===== src/rtl/ads127l01_tx_if.sv =====
// Sample-in / serial-out bundle for the ADS127L01-style frame transmitter.
// slave is the transmitter side; master is the upstream source and serial sink side.
interface ads127l01_tx_if;
  logic        en;
  logic [23:0] data_in;
  logic        valid_in;
  logic        ready;
  logic        sck;
  logic        dout;
  logic        fsync;
  logic        busy;

  modport master (
    output en, data_in, valid_in,
    input  ready, sck, dout, fsync, busy
  );

  modport slave (
    input  en, data_in, valid_in,
    output ready, sck, dout, fsync, busy
  );
endinterface


===== src/rtl/ads127l01_tx.sv =====
// Serialises a 24-bit sample plus pad byte as a 32-bit MSB-first frame, followed by an fsync strobe.
// Define ADS127L01_TX_FRAME_CNT_EN to carry a wrapping frame counter in the pad byte (otherwise 8'h00).
module ads127l01_tx #(
  parameter int unsigned DIV      = 4,
  parameter int unsigned PAD_BITS = 8
) (
  input  logic          clk,
  input  logic          rst,
  ads127l01_tx_if.slave bus
);

  localparam int unsigned         FRAME_BITS = 24 + PAD_BITS;
  localparam logic [7:0]          HALF_LAST  = 8'(DIV - 1);
  localparam logic [4:0]          BIT_LAST   = 5'(FRAME_BITS - 1);
  localparam logic [PAD_BITS-1:0] PAD_ONE    = PAD_BITS'(1);

  typedef enum logic [1:0] {
    IDLE  = 2'd0,
    SHIFT = 2'd1,
    SYNC  = 2'd2
  } state_t;

  state_t                state, state_n;
  logic [7:0]            hcnt, hcnt_n;
  logic [4:0]            bcnt, bcnt_n;
  logic [FRAME_BITS-1:0] shreg, shreg_n;
  logic                  sck_q, sck_n;
  logic                  fsync_q, fsync_n;
  logic                  busy_q, busy_n;
  logic [PAD_BITS-1:0]   pad;
  logic                  accept;

  assign bus.ready = (state == IDLE) && bus.en && !rst;
  assign accept    = bus.valid_in && bus.ready;

`ifdef ADS127L01_TX_FRAME_CNT_EN
  logic [PAD_BITS-1:0] frame_cnt;

  always_ff @(posedge clk) begin
    if (rst) begin
      frame_cnt <= '0;
    end else if (accept) begin
      frame_cnt <= frame_cnt + PAD_ONE;
    end
  end

  assign pad = frame_cnt;
`else
  assign pad = '0;
`endif

  // The frame's final shift empties the register, so dout is zero in SYNC and IDLE
  // without a separate output mux.
  always_comb begin
    state_n = state;
    hcnt_n  = hcnt;
    bcnt_n  = bcnt;
    shreg_n = shreg;
    sck_n   = sck_q;
    fsync_n = fsync_q;
    busy_n  = busy_q;
    unique case (state)
      IDLE: begin
        if (accept) begin
          state_n = SHIFT;
          shreg_n = {bus.data_in, pad};
          hcnt_n  = '0;
          bcnt_n  = '0;
          sck_n   = 1'b0;
          busy_n  = 1'b1;
        end
      end
      SHIFT: begin
        if (hcnt != HALF_LAST) begin
          hcnt_n = hcnt + 8'd1;
        end else begin
          hcnt_n = '0;
          sck_n  = ~sck_q;
          if (sck_q) begin
            shreg_n = {shreg[FRAME_BITS-2:0], 1'b0};
            if (bcnt == BIT_LAST) begin
              state_n = SYNC;
              bcnt_n  = '0;
              sck_n   = 1'b0;
              fsync_n = 1'b1;
            end else begin
              bcnt_n = bcnt + 5'd1;
            end
          end
        end
      end
      SYNC: begin
        // bcnt[0] tracks which half of the two-half-period strobe is running
        if (hcnt != HALF_LAST) begin
          hcnt_n = hcnt + 8'd1;
        end else begin
          hcnt_n = '0;
          if (bcnt[0]) begin
            state_n = IDLE;
            bcnt_n  = '0;
            fsync_n = 1'b0;
            busy_n  = 1'b0;
          end else begin
            bcnt_n = 5'd1;
          end
        end
      end
      default: begin
        state_n = IDLE;
      end
    endcase
  end

  always_ff @(posedge clk) begin
    if (rst) begin
      state   <= IDLE;
      hcnt    <= '0;
      bcnt    <= '0;
      shreg   <= '0;
      sck_q   <= 1'b0;
      fsync_q <= 1'b0;
      busy_q  <= 1'b0;
    end else begin
      state   <= state_n;
      hcnt    <= hcnt_n;
      bcnt    <= bcnt_n;
      shreg   <= shreg_n;
      sck_q   <= sck_n;
      fsync_q <= fsync_n;
      busy_q  <= busy_n;
    end
  end

  assign bus.sck   = sck_q;
  assign bus.dout  = shreg[FRAME_BITS-1];
  assign bus.fsync = fsync_q;
  assign bus.busy  = busy_q;

endmodule


===== src/flat_wrapper.sv =====
// flat-port wrapper written by rule: the top's interface ports become plain ports
module ads127l01_tx_flat 
#(
  parameter int unsigned DIV      = 4,
  parameter int unsigned PAD_BITS = 8
)
  (clk, rst, bus_en, bus_data_in, bus_valid_in, bus_ready, bus_sck, bus_dout, bus_fsync, bus_busy);
  ads127l01_tx_if bus_i ();
  input  logic clk;
  input  logic rst;
  input wire logic [$bits(bus_i.en)-1:0] bus_en;
  input wire logic [$bits(bus_i.data_in)-1:0] bus_data_in;
  input wire logic [$bits(bus_i.valid_in)-1:0] bus_valid_in;
  output wire logic [$bits(bus_i.ready)-1:0] bus_ready;
  output wire logic [$bits(bus_i.sck)-1:0] bus_sck;
  output wire logic [$bits(bus_i.dout)-1:0] bus_dout;
  output wire logic [$bits(bus_i.fsync)-1:0] bus_fsync;
  output wire logic [$bits(bus_i.busy)-1:0] bus_busy;
  assign bus_i.en = bus_en;
  assign bus_i.data_in = bus_data_in;
  assign bus_i.valid_in = bus_valid_in;
  assign bus_ready = bus_i.ready;
  assign bus_sck = bus_i.sck;
  assign bus_dout = bus_i.dout;
  assign bus_fsync = bus_i.fsync;
  assign bus_busy = bus_i.busy;
  ads127l01_tx #(.DIV(DIV), .PAD_BITS(PAD_BITS)) u_core (.clk(clk), .rst(rst), .bus(bus_i));
endmodule

===== config.mk =====
export PLATFORM = sky130hd
export DESIGN_NAME = ads127l01_tx_flat
export DESIGN_NICKNAME = d
export VERILOG_FILES = /design/src/rtl/ads127l01_tx_if.sv /design/src/rtl/ads127l01_tx.sv /design/src/flat_wrapper.sv
export SDC_FILE = /design/constraint.sdc
export NUM_CORES = 1
export LEC_CHECK = 0
export BUFFER_PORTS_ARGS = -buffer_cell sky130_fd_sc_hd__buf_2
export CAP_MARGIN = 20
export CORE_ASPECT_RATIO = 0.75
export CORE_MARGIN = 1.5
export CORE_UTILIZATION = 50
export CTS_CLUSTER_SIZE = 8
export DETAILED_ROUTE_END_ITERATION = 8
export GPL_ROUTABILITY_DRIVEN = 0
export PLACE_DENSITY = 0.74
export SETUP_SLACK_MARGIN = 0.2
export SYNTH_ARGS = -nofsm -noshare
export SYNTH_HDL_FRONTEND = slang
export SYNTH_SLANG_ARGS = --single-unit
export TNS_END_PERCENT = 100

===== constraint.sdc =====
create_clock -name clk -period 2 [get_ports clk]
set_clock_uncertainty 0.15 [all_clocks]
set_input_delay 0.1 -clock clk [delete_from_list [all_inputs] [get_ports clk]]
set_output_delay 0.1 -clock clk [all_outputs]
set_load 0.01 [all_outputs]

==> out/results.ini <==
[detailed_routing]
vias=2175
drt_pass1_iterations=4
drt-total-wl_um=5840
drc=0
routedWlPerCell_um=16.1
drt_iter0_drc=90
drtAntennaViolNets=0
via_per_inst=6.01

[cells_and_area]
diodes=0
fillCellCount=304
area.growth.synth_to_final_pct=35.0
nets=341
final_cells=362
final_design_area_no_fill_mm2=0.00303
drive_gt1_share_pct=38.1

[synthesis]
synthAdderAreaFrac_pct=3.90
synth_top_flop_cell=dfxtp_1
synth-edff-count=0
synth_most_common_cell=dfxtp_1
synth_top_area_share_pct=37.4
synth_common_cells=dfxtp_1, a21oi_1, mux2i_1
syn_inst=249
synthSimpleGateAreaFrac_pct=16.1
synth_compound_area_share_pct=26.0
syn-cell-area_mm2=0.00225
ys_warn_count=0
ys_types=47
synthArstFlopShare_pct=0
synthMuxAreaShare_pct=11.6
yosysTopAreaCell=dfxtp_1
synth_nets=284
synth_top_family_by_area=compound AO/OA/AOI/OAI gates
synth.area.top_cells=dfxtp_1, mux2i_1, a21oi_1
ys_seq_area_share_pct=37.4
synth_xor_xnor_area_share_pct=0
syn_area_per_cell_um2=9.02
synth-seq-cells=42

[clock_tree]
cts.path.max_buffers=2
worstSkewPairLatency_ns=0.30
htreeDepth=2
root_buffer=clkbuf_8
numCtsBuffers=5
clock-sinks=42
clk_pin_slew_ns=0.08
cts_tree=done

[critical_path]
crit_chain=ha_4, and3_4, ha_4, buf_4, nor4b_1, nand3_1, a21oi_1
r2r_slack_ns=0.15
worstSetupPathType=reg -> reg
crit_path_end_kind=flop
cp.required_ns=2.08
startpoint_type=flop
slowest_delay_ns=0.35
r2r-end=u_core.bcnt[2]
cp_slowest_cell=dfxtp_2
path_common_cell=ha_4
crit_arrival_ns=1.93
r2r_start=u_core.bcnt[0]
cp_max_fo=4
cp_num_buf_inv=1
reg2reg_depth=7
crit_family=simple AND/OR/NAND/NOR gates

[worst_hold_path]
hold_path_end=u_core.shreg[31]
hold_start=bus_data_in[23]
whs_path_depth=3
holdCritPathClass=in -> reg

[die]
pin_count=33
die-area_mm2=0.00491
die_h_um=61.1
initial_utilization_pct=53.8
placementRows=20
die_x_um=80.4
coreArea_mm2=0.00418

[global_route]
globalRouteTotalUtil_pct=25.1
grt_max_degree=44
antenna_found_initial=0
grt_pass1_vias=1992
grt_pass1_wl_um=9420
overflow=0

[timing]
whs_ns=0.00719
max_freq_ghz=0.540
setup_viol_count_final=0
grt_setup_unrepaired=true
period_minus_slack_ns=1.85
fin_crit_sh_pct=92.6
tightest_slew_ns=0.530
finalMaxSlewViolations=0
slew_headroom_pct=64.7
hold_viol=0
tns_ns=0

[placement]
placed_cell_area_mm2=0.00259
port_buffers=32
dpl.cell_count=333
dpl.hpwl_um=3630

[power_and_ir_drop]
pwr_density_cell_mw_per_mm2=1410
p_leak_nw=1.09
peakVddDrop_v=0.000867
total_power_mw=4.29

[flow_run]
maxCapViolCount=0

[run_status]
outcome=complete, no violations

[placed cells by master, fill, tap and decap left out, types with 10 or more instances in the layout]
cell | synthesis | layout
a211oi_2 | 0 | 13
a21oi_1 | 38 | 33
nand2_1 | 13 | 13
mux2i_1 | 25 | 25
dfxtp_1 | 42 | 36
buf_4 | 4 | 22
nand3_1 | 10 | 10
buf_2 | 5 | 32
a211oi_1 | 24 | 11
[per-layer routing]
| metal | wire, um | global-route usage, % |
|---|---|---|
| met5 | 0 | 0 |
| met3 | 369 | 4.89 |
| met2 | 2550 | 37.3 |
| met1 | 2840 | 36.7 |
| met4 | 76 | 8.87 |
[through the flow]
step                      util, %  setup slack (ns)
after detailed placement     62.0            0.0544
after CTS                    71.0             0.147
final                        72.6             0.148
after global placement       62.0            0.0896
after floorplan                 -            0.0810
after global routing         72.6            0.0333
[layout make-up]
class,count,area (um^2),share of cell area (%)
Tap cell,55,68.8,2.27
Sequential cell,42,858,28.3
Inverter,5,21.3,0.701
Clock buffer,6,72.6,2.39
Timing Repair Buffer,67,460,15.2
Multi-Input combinational cell,185,1520,49.9
Clock inverter,2,37.5,1.24
[registers in the layout (all words and copies together) (netlist names)]
| name | cells |
|---|---|
| u_core.bus.fsync | 1 |
| u_core.shreg | 24 |
| u_core.hcnt | 8 |
| u_core.bus.sck | 1 |
| u_core.bus.busy | 1 |
| u_core.state | 2 |
| u_core.bcnt | 5 |
[cell families (layout without fill, tap and decap cells)]
kind of cell / count (synthesis) / in the layout
mux: 26 / 26
compound gates: 91 / 91
buf+inv: 24 / 80
fa+ha+maj: 7 / 7
flops: 42 / 42
simple gates: 59 / 61
[worst register-to-register path, stage by stage, from the launching register on]
cell     delay (ns)
dfxtp_2        0.35
ha_4           0.16
and3_4         0.18
ha_4           0.16
buf_4          0.14
nor4b_1        0.32
nand3_1        0.14
a21oi_1        0.17
[power breakdown]
group | internal (mW) | switching (mW)
Combinational | 1.04 | 1.31
Sequential | 1.11 | 0.159
Clock | 0.372 | 0.301
Total | 2.52 | 1.77
[how the worst max path moves through the flow]
| stage | start | to | cells past startpoint | slack, ns |
|---|---|---|---|---|
| 6_report | u_core.bcnt[0] | u_core.bcnt[2] | 7 | 0.15 |
| 5_1_grt | u_core.bcnt[0] | u_core.bcnt[2] | 7 | 0.03 |
| 3_3_place_gp | u_core.state[1] | u_core.bcnt[4] | 5 | 0.09 |
| 2_1_floorplan | u_core.state[0] | u_core.hcnt[6] | 6 | 0.08 |
| 4_1_cts | u_core.state[1] | u_core.bcnt[4] | 5 | 0.15 |
| 3_5_place_dp | u_core.state[1] | u_core.bcnt[4] | 5 | 0.05 |
[timing repair]
item | in CTS | in global routing
buffers inserted | 7 | 1
setup endpoints to repair | 36 | 40
gates resized for setup | 22 | 14
hold endpoints to repair | 9 | 0
gates cloned | 4 | 0
hold buffers | 9 | 0
pin swaps | 5 | 11
Note: power is estimated with default switching activity, not from simulation.
